$ cat config.mk
export PLATFORM = sky130hd
export DESIGN_NAME = pulse_seq_ctrl
export DESIGN_NICKNAME = d
export VERILOG_FILES = /design/src/rtl/pixel_config.sv /design/src/rtl/pulse_width_cnt.sv /design/src/rtl/pulse_seq_ctrl.sv
export SDC_FILE = /design/constraint.sdc
export NUM_CORES = 1
export LEC_CHECK = 0
export ABC_AREA = 1
export CORE_ASPECT_RATIO = 1.2
export CORE_MARGIN = 10
export CORE_UTILIZATION = 30
export CTS_CLUSTER_DIAMETER = 40
export DETAILED_ROUTE_END_ITERATION = 7
export REMOVE_ABC_BUFFERS = 1
export SYNTH_ARGS = -nofsm -noshare
export SYNTH_HDL_FRONTEND = slang
export SYNTH_SLANG_ARGS = --single-unit
$ cat constraint.sdc
create_clock -name clk_in -period 4.7 [get_ports clk_in]
set_input_delay 0.94 -clock clk_in [delete_from_list [all_inputs] [get_ports clk_in]]
set_output_delay 0.94 -clock clk_in [all_outputs]
set_load 0.02 [all_outputs]
$ cat src/rtl/pixel_config.sv
// Shared pixel configuration: default field widths and the
// pulse sequencer state encoding.
package pixel_config;

   localparam int CNT_W_DEF = 16;
   localparam int WID_W_DEF = 8;

   typedef enum logic [1:0] {
      IDLE = 2'd0,
      HIGH = 2'd1,
      LOW  = 2'd2,
      FIN  = 2'd3
   } seq_state_e;

endpackage

$ cat src/rtl/pulse_width_cnt.sv
// High-phase width counter: counts cycles spent in HIGH and flags
// the final cycle of the pulse.
module pulse_width_cnt #(
   parameter int WID_W = 8
) (
   input  logic             clk_in,
   input  logic             rst,
   input  logic             clr,
   input  logic             en,
   input  logic [WID_W-1:0] w_eff,
   output logic             last
);

   logic [WID_W-1:0] cnt_q;
   logic [WID_W-1:0] cnt_d;

   // clear outside HIGH, saturating count while high
   always_comb begin
      cnt_d = cnt_q;
      if (clr) begin
         cnt_d = '0;
      end else if (en && !(&cnt_q)) begin
         cnt_d = cnt_q + WID_W'(1);
      end
   end

   // count register
   always_ff @(posedge clk_in) begin
      if (rst) begin
         cnt_q <= '0;
      end else begin
         cnt_q <= cnt_d;
      end
   end

   assign last = (cnt_q == (w_eff - WID_W'(1)));

endmodule

$ cat src/rtl/pulse_seq_ctrl.sv
// Pulse train sequencer: emits pulse_num stretched pulses of a
// given width and period on a registered pulse_out.
module pulse_seq_ctrl
   import pixel_config::*;
#(
   parameter int CNT_W = CNT_W_DEF,
   parameter int WID_W = WID_W_DEF
) (
   input  logic             clk_in,
   input  logic             rst,
   input  logic             start,
   input  logic             abort,
   input  logic [CNT_W-1:0] pulse_num,
   input  logic [CNT_W-1:0] pulse_period,
   input  logic [WID_W-1:0] pulse_width,
   output logic             pulse_out,
   output logic             busy,
   output logic             done,
   output logic [CNT_W-1:0] pulse_cnt
);

   localparam int EXT_W = ((CNT_W > WID_W) ? CNT_W : WID_W) + 1;

   seq_state_e       state_q, state_d;
   logic [CNT_W-1:0] num_q, num_d;
   logic [CNT_W-1:0] per_q, per_d;
   logic [WID_W-1:0] wid_q, wid_d;
   logic [CNT_W-1:0] pcnt_q, pcnt_d;
   logic [CNT_W-1:0] cnt_q, cnt_d;
   logic             pulse_q, pulse_d;

   logic [WID_W-1:0] w_eff;
   logic [EXT_W-1:0] w_plus1;
   logic [EXT_W-1:0] per_x;
   logic [EXT_W-1:0] p_eff;
   logic [CNT_W-1:0] pcnt_inc;
   logic             per_elapsed;
   logic             w_last;
   logic             go;

   assign w_eff    = (wid_q == '0) ? WID_W'(1) : wid_q;
   assign w_plus1  = EXT_W'(w_eff) + EXT_W'(1);
   assign per_x    = EXT_W'(per_q);
   assign p_eff    = (per_x > w_plus1) ? per_x : w_plus1;
   assign pcnt_inc = (&pcnt_q) ? pcnt_q : pcnt_q + CNT_W'(1);
   assign per_elapsed = (EXT_W'(pcnt_q) >= p_eff) || (&pcnt_q);
   assign go       = start && !abort;

   pulse_width_cnt #(
      .WID_W (WID_W)
   ) u_wcnt (
      .clk_in (clk_in),
      .rst    (rst),
      .clr    (state_q != HIGH),
      .en     (state_q == HIGH),
      .w_eff  (w_eff),
      .last   (w_last)
   );

   // next-state, config latch and counter updates
   always_comb begin
      state_d = state_q;
      num_d   = num_q;
      per_d   = per_q;
      wid_d   = wid_q;
      pcnt_d  = pcnt_q;
      cnt_d   = cnt_q;
      unique case (state_q)
         IDLE, FIN: begin
            state_d = IDLE;
            if (go) begin
               num_d = pulse_num;
               per_d = pulse_period;
               wid_d = pulse_width;
               cnt_d = '0;
               if (pulse_num == '0) begin
                  state_d = FIN;
               end else begin
                  state_d = HIGH;
                  cnt_d   = CNT_W'(1);
                  pcnt_d  = CNT_W'(1);
               end
            end
         end
         HIGH: begin
            pcnt_d = pcnt_inc;
            if (abort) begin
               state_d = FIN;
            end else if (w_last) begin
               state_d = (cnt_q == num_q) ? FIN : LOW;
            end
         end
         LOW: begin
            pcnt_d = pcnt_inc;
            if (abort) begin
               state_d = FIN;
            end else if (per_elapsed) begin
               state_d = HIGH;
               cnt_d   = cnt_q + CNT_W'(1);
               pcnt_d  = CNT_W'(1);
            end
         end
         default: state_d = IDLE;
      endcase
      pulse_d = (state_d == HIGH);
   end

   // state and datapath registers
   always_ff @(posedge clk_in) begin
      if (rst) begin
         state_q <= IDLE;
         num_q   <= '0;
         per_q   <= '0;
         wid_q   <= '0;
         pcnt_q  <= '0;
         cnt_q   <= '0;
         pulse_q <= 1'b0;
      end else begin
         state_q <= state_d;
         num_q   <= num_d;
         per_q   <= per_d;
         wid_q   <= wid_d;
         pcnt_q  <= pcnt_d;
         cnt_q   <= cnt_d;
         pulse_q <= pulse_d;
      end
   end

   assign pulse_out = pulse_q;
   assign busy      = (state_q == HIGH) || (state_q == LOW);
   assign done      = (state_q == FIN);
   assign pulse_cnt = cnt_q;

endmodule

==> qor.txt, run 1 <==
run status - finished clean
GRT Overall Usage - 0.1308
Leakage - 0.002573 µW
final hold vios - 0
Layout Nets - 923
fraction of layout cells with a size suffix above 1 - 0.06221
crit-path max FO - 14
met3 WL post-DR - 462 µm
die area - 22960 µm²
Fmax - 238.1 MHz
initial antenna violation count - 0
commonest cells after routing, fill and taps aside - nand2_1 (155), nor2_1 (99), inv_1 (86)
routed wire length - 15020 µm
Post-synth EDFFs - 0
clock skew - 0.008785 ns
Avg WL per Cell - 14.06 µm
Synth Warn # - 0
Clock Pin Slew Worst Setup and Hold Paths - 0.06 ns
site row count - 52
Slew headroom - 0.3879
final non-filler cell total - 1068
largest net degree at the start of global routing - 35
MaxCap Viol Count - 0
final core utilization - 0.3809
CTS Buf Count - 9
RSZ-0062 raised after global routing - false
syn avg cell area - 6.613 µm²
wl on met1 - 6494 µm
H-tree levels - 3
ant diodes - 0
pwr dens - 301.9 nW/µm²
#FFs+latches synth - 83
sequential cell area fraction in the yosys report - 0.3205
first-pass GRT wire length - 24900 µm
Final Cycle Share - 0.8938
via density per instance - 4.856
placed insts - 1048
critical path required time - 4.92 ns
Crit. End Element - flip-flop
Worst-Margin Slew - 0.9172 ns
DRC viols - 0
Boundary Pins - 63
total iterations of the first detailed-routing run - 4
setup violators final - 0
Clock Sinks - 83
die extent in y - 164.0 µm
CTS max path bufs - 2
Mapped Area - 5185 µm²
GP Congestion - 0.8966
CP Class - flip-flop to flip-flop
Async SR Flop Fraction - 0
clock latency on the worst-skew pair - 0.35 ns
P&R area growth vs syn - 24.28%
Starting Density - 0.3065
Slew Limit Fails - 0
total grt overflow - 0
I/O Buffers - 62
vias - 5186
DRT iter0 DRCs - 215
CTS root buf - clkbuf_16
CTS tree - built
VDD IR max - 0.1362 mV
Synth cell types - 39
Gate Count Post-Synth - 784
Core Footprint - 16920 µm²
DR WL met2 - 7754 µm
prevailing post-synth register cell - dfxtp_1
CP arrival - 4.42 ns
commonest non-fill, non-tap cell in the layout - nand2_1
minimum clock period - 4.201 ns
number of global-route vias before repair - 5077
Routed Antenna Nets - 0
hpwl dp - 11610 µm
setup_tns - 0 ns
CP Launch Type - flip-flop
Die Wd - 140.0 µm
worst hold-check path type - flip-flop to flip-flop
top sig layer - met4
## cell type report
class                      instances  area [µm²]
multi-input combinational        591        3122
timing repair buffer              72       711.9
tap                              216       270.3
fill                            1814       10470
sequential                        83        1664
clock buffer                      11       252.7
clock inverter                     5       85.08
inverter                          90       337.8
## layer usage
layer | track usage | vias up
met5 | 0 | -
met4 | 0.05122 | 0
li1 | - | 2716
met2 | 0.2386 | 71
met1 | 0.1474 | 2377
met3 | 0.02311 | 22
## synth_stat cells, types with 2 or more instances
| cell | n | share of area |
|---|---|---|
| nor4_1 | 3 | 0.0036 |
| nor3_1 | 19 | 0.018 |
| buf_2 | 3 | 0.0029 |
| nand4_1 | 17 | 0.021 |
| inv_1 | 88 | 0.064 |
| nor2_1 | 100 | 0.072 |
| nand3_1 | 54 | 0.052 |
| nand2_1 | 157 | 0.11 |
| o21ai_1 | 3 | 0.0029 |
| nor3b_1 | 2 | 0.0029 |
| dfxtp_1 | 83 | 0.32 |
| xor2_1 | 16 | 0.027 |
| nor2_2 | 3 | 0.0036 |
| xnor2_1 | 10 | 0.017 |
| or2_2 | 4 | 0.0048 |
| o21ai_0 | 70 | 0.068 |
| clkbuf_1 | 16 | 0.012 |
| ha_1 | 32 | 0.077 |
| buf_1 | 2 | 0.0014 |
| o21a_1 | 2 | 0.0029 |
| a21oi_1 | 82 | 0.079 |
## flip-flops by register name, summed over array words and instances, names as in the netlist
| signal | flops |
|---|---|
| pulse_cnt | 16 |
| per_q | 16 |
| state_q | 2 |
| pulse_out | 1 |
| num_q | 16 |
| u_wcnt.cnt_q | 8 |
| wid_q | 8 |
| pcnt_q | 16 |
## metrics by stage
| step | area, µm² | setup WS, ns | hold WS, ns | total power [µW] |
|---|---|---|---|---|
| 6_report | 6444 | 0.4992 | 0.4644 | 1946 |
| 5_1_grt | 6444 | 0.02079 | 0.4880 | 2051 |
| 4_1_cts | 6380 | 0.1834 | 0.4671 | 1948 |
| 3_5_place_dp | 6042 | 0.2134 | 0.4575 | 1147 |
| 3_3_place_gp | 6042 | 0.2811 | 0.4534 | 1144 |
| 2_1_floorplan | 5091 | 0.7108 | 0.4443 | 1009 |
## final timing paths
path,start,slack (ns),endpoint,depth (start not counted)
setup reg to reg,wid_q[1]$_SDFFE_PP0P_,0.50,pulse_cnt[15]$_SDFFE_PP0P_,26
hold / removal,num_q[10]$_SDFFE_PP0P_,0.46,num_q[10]$_SDFFE_PP0P_,2
setup / recovery,wid_q[1]$_SDFFE_PP0P_,0.50,pulse_cnt[15]$_SDFFE_PP0P_,26
hold reg to reg,num_q[10]$_SDFFE_PP0P_,0.46,num_q[10]$_SDFFE_PP0P_,2
## power by group
group | total [µW] | switching [µW] | internal (µW)
Clock | 799 | 302 | 496
Combinational | 390 | 233 | 157
Sequential | 757 | 23.5 | 733
## logic make-up (layout without fill, tap and decap cells)
family	count (synthesis)	in the layout	synth area share
compound gates	165	165	0.1655
simple gates	366	368	0.3096
xor+xnor	26	26	0.04392
buf+inv	112	178	0.08325
fa+ha+maj	32	32	0.07722
flops	83	83	0.3205
## worst max-delay path, cell delays in order (launching register included)
cell and delay [ns]:
dfxtp_1 0.40, nand2_1 0.11, nor2_1 0.17, nand3_1 0.16, nor2_2 0.14, inv_1 0.08, o21ai_0 0.20, nand2_2 0.11
ha_1 0.32, a21oi_1 0.18, o221ai_1 0.13, nand2_1 0.07, nand4_1 0.20, nand2_2 0.24, o21ai_0 0.11, ha_1 0.29
a21oi_1 0.14, o21a_1 0.12, nand2_1 0.04, nand2_1 0.08, nand4_4 0.13, nor2_2 0.16, nor2_4 0.06, buf_12 0.16
buf_4 0.14, nand3_1 0.06, a21oi_1 0.06
## what timing repair did
| action | 4_1_cts | 5_1_grt |
|---|---|---|
| resized for setup | 0 | 9 |
| hold buffers | 0 | 0 |
| setup endpoints to repair | 0 | 35 |
| setup buffers | 0 | 2 |
Power figures use the tool's default switching activity.
==> inputs of run 2 (changes only) <==
- HOLD_SLACK_MARGIN: not set -> 0.12
==> results of run 2 <==
No change in the layout: final DEF, timing and power equal those of run 1.
==> inputs of run 3 (changes only) <==
- GPL_TIMING_DRIVEN: not set -> 0
==> run 3 against run 2 <==
Clock skew grew 0.0017 ns. Die area stayed put. Core utilization is 0.13 points higher. Sequential share of layout area decreased by 0.090 points. Critical path depth unchanged. Worst setup slack got worse by 0.13 ns. First-iteration DRC count is 31% higher. Critical path type unchanged. Critical endpoint is now pcnt_q[8]$_SDFFE_PP0P_.
==> qor.txt, run 3 (synthesized netlist as in run 1, its figures left out) <==
reg2reg setup slack - 0.36 ns (-0.13 ns)
placed cell areas - 6005 µm² (-0.62%)
crit-path max FO - 6 (-8)
worst hold-check path type - flip-flop to flip-flop
final hold vios - 0 (unchanged)
Storage cell area - 1664 µm² (unchanged)
Slew headroom - 0.2242 (-0.1637)
Filler Cells Inserted - 1820 (+0.33%)
die extent in y - 164.0 µm (unchanged)
slowest CP cell - dfxtp_1
vias - 5124 (-1.2%)
CP Class - flip-flop to flip-flop
total iterations of the first detailed-routing run - 5 (+1)
MaxCap Viol Count - 0 (unchanged)
Final Cycle Share - 0.9223 (+0.02856)
CTS max path bufs - 2 (unchanged)
Boundary Pins - 63 (unchanged)
power share of the combinational group - 0.219 (+0.018)
final core utilization - 0.3822 (+0.001332)
Sw Share - 0.3033 (+0.01625)
Clock power frac - 0.380 (-0.031)
Starting Density - 0.3065 (unchanged)
Clock Sinks - 83 (unchanged)
setup_tns - 0 ns (unchanged)
pwr dens - 291.4 nW/µm² (-3.5%)
Crit Reg-Reg Endpoint - pcnt_q[8]$_SDFFE_PP0P_
Hold Path End - num_q[8]$_SDFFE_PP0P_
CP Launch Type - flip-flop
top sig layer - met4
die area - 22960 µm² (unchanged)
initial antenna violation count - 0 (unchanged)
largest net degree at the start of global routing - 43 (+23%)
Die Wd - 140.0 µm (unchanged)
CTS Buf Count - 9 (unchanged)
Avg WL per Cell - 13.91 µm (-1.0%)
DRC viols - 0 (unchanged)
VDD IR max - 0.1928 mV (+42%)
ant diodes - 0 (unchanged)
commonest non-fill, non-tap cell in the layout - nand2_1
sequential group share of total power - 0.402 (+0.013)
Leakage - 0.002565 µW (-0.32%)
final instance area - 6466 µm² (+0.35%)
Crit. End Element - flip-flop
hold_buf cts - 0 (unchanged)
site row count - 52 (unchanged)
Hold Path Stages - 2 (unchanged)
Clock Pin Slew Worst Setup and Hold Paths - 0.07 ns (about the same)
number of global-route vias before repair - 4822 (-5.0%)
GRT Overall Usage - 0.1261 (-0.004651)
placed insts - 1041 (-0.67%)
routed wire length - 14860 µm (-1.0%)
reg2reg path depth - 26 (unchanged)
clock skew - 0.01047 ns (+0.001686 ns)
Worst-Margin Slew - 1.162 ns (+0.2452 ns)
commonest cells after routing, fill and taps aside - nand2_1 (155), nor2_1 (97), inv_1 (87)
I/O Buffers - 62 (unchanged)
critical path required time - 4.96 ns (+0.04 ns)
CP arrival - 4.59 ns (+0.17 ns)
CTS root buf - clkbuf_16
clock latency on the worst-skew pair - 0.34 ns (about the same)
DR WL met2 - 7378 µm (-4.8%)
hold path start - num_q[8]$_SDFFE_PP0P_
Pint - 1313 µW (-5.4%)
most used cell, CP - nand2_1
setup violators final - 0 (unchanged)
H-tree levels - 3 (unchanged)
run status - finished clean
sw power - 571.4 µW (+2.3%)
fraction of layout cells with a size suffix above 1 - 0.06690 (+0.004695)
total grt overflow - 0 (unchanged)
Slew Limit Fails - 0 (unchanged)
worst r2r src - wid_q[3]$_SDFFE_PP0P_
hpwl dp - 10760 µm (-7.3%)
Overall Power - 1884 µW (-3.2%)
DRT iter0 DRCs - 282 (+31%)
met3 WL post-DR - 566 µm (+23%)
Fmax - 230.7 MHz (-3.1%)
multi-input logic area - 3166 µm² (+1.4%)
Layout Nets - 923 (unchanged)
first-pass GRT wire length - 24250 µm (-2.6%)
minimum clock period - 4.335 ns (+0.1342 ns)
final non-filler cell total - 1068 (unchanged)
via density per instance - 4.798 (-1.2%)
GP Congestion - 0.9462 (+5.5%)
Core Footprint - 16920 µm² (unchanged)
Routed Antenna Nets - 0 (unchanged)
CP peak stage delay - 0.36 ns (-0.04 ns)
wl on met1 - 6651 µm (+2.4%)
CTS tree - built
P&R area growth vs syn - 24.71%
-- run 3: cell types whose count changed in the layout (fill, tap and decap cells not counted), sizes merged --
cell and change:
bufinv -1, clkbuf -1, clkinvlp +2
-- run 3: what timing repair did --
| action | CTS | global route |
|---|---|---|
| buffers inserted | 3 | 6 |
| cloned | 0 | 2 |
| setup endpoints to repair | 33 | 35 |
| pin swaps | 1 | 5 |
| resized for setup | 5 | 12 |
-- run 3: cell type report --
class	instances	area share
clock buffers	10	0.03541
clock inverters	6	0.01026
inverters	90	0.05224
multi-input cells	591	0.4896
flip-flops and latches	83	0.2574
well taps	216	0.04180
repair buffers	72	0.1134
-- run 3: worst max-delay path by stage --
| stage | cells after the start | start | to |
|---|---|---|---|
| finish | 26 | wid_q[3]$_SDFFE_PP0P_ | pcnt_q[8]$_SDFFE_PP0P_ |
| CTS | 26 | wid_q[0]$_SDFFE_PP0P_ | pulse_cnt[4]$_SDFFE_PP0P_ |
| detailed placement | 25 | wid_q[0]$_SDFFE_PP0P_ | pulse_cnt[8]$_SDFFE_PP0P_ |
| global route | 27 | wid_q[0]$_SDFFE_PP0P_ | pcnt_q[6]$_SDFFE_PP0P_ |
| floorplan | 24 | wid_q[0]$_SDFFE_PP0P_ | pulse_cnt[12]$_SDFFE_PP0P_ |
| global placement | 25 | wid_q[0]$_SDFFE_PP0P_ | pulse_cnt[8]$_SDFFE_PP0P_ |
-- run 3: per-stage QoR --
step / setup slack, ns / hold slack [ns]
floorplan: 0.7108 / 0.4443
finish: 0.3650 / 0.4699
detailed placement: -0.5351 / 0.4601
global route: -0.04040 / 0.5001
global placement: -0.5054 / 0.4576
CTS: 0.09602 / 0.4703
-- run 3: metal layers --
| metal | vias up | global-route usage |
|---|---|---|
| li1 | 2720 | - |
| met1 | 2299 | 0.1538 |
| met2 | 90 | 0.2150 |
| met3 | 15 | 0.02889 |
| met4 | 0 | 0.03947 |
| met5 | - | 0 |
-- run 3: critical path, delay by kind of cell, from the launching register on --
family	cells	cell delay, ns
adders and majority gates	3	0.89
AOI/OAI and AO/OA	8	1.34
DFF	1	0.36
and+or+nand+nor	11	1.19
buffers and inverters	4	0.48
-- run 3: power by group through the flow --
stage	Clock [µW]	Combinational, µW	Sequential [µW]
finish	715	412	757
global route	757	471	760
CTS	738	380	756
detailed placement	0	369	772
global placement	0	364	772
floorplan	0	243	767
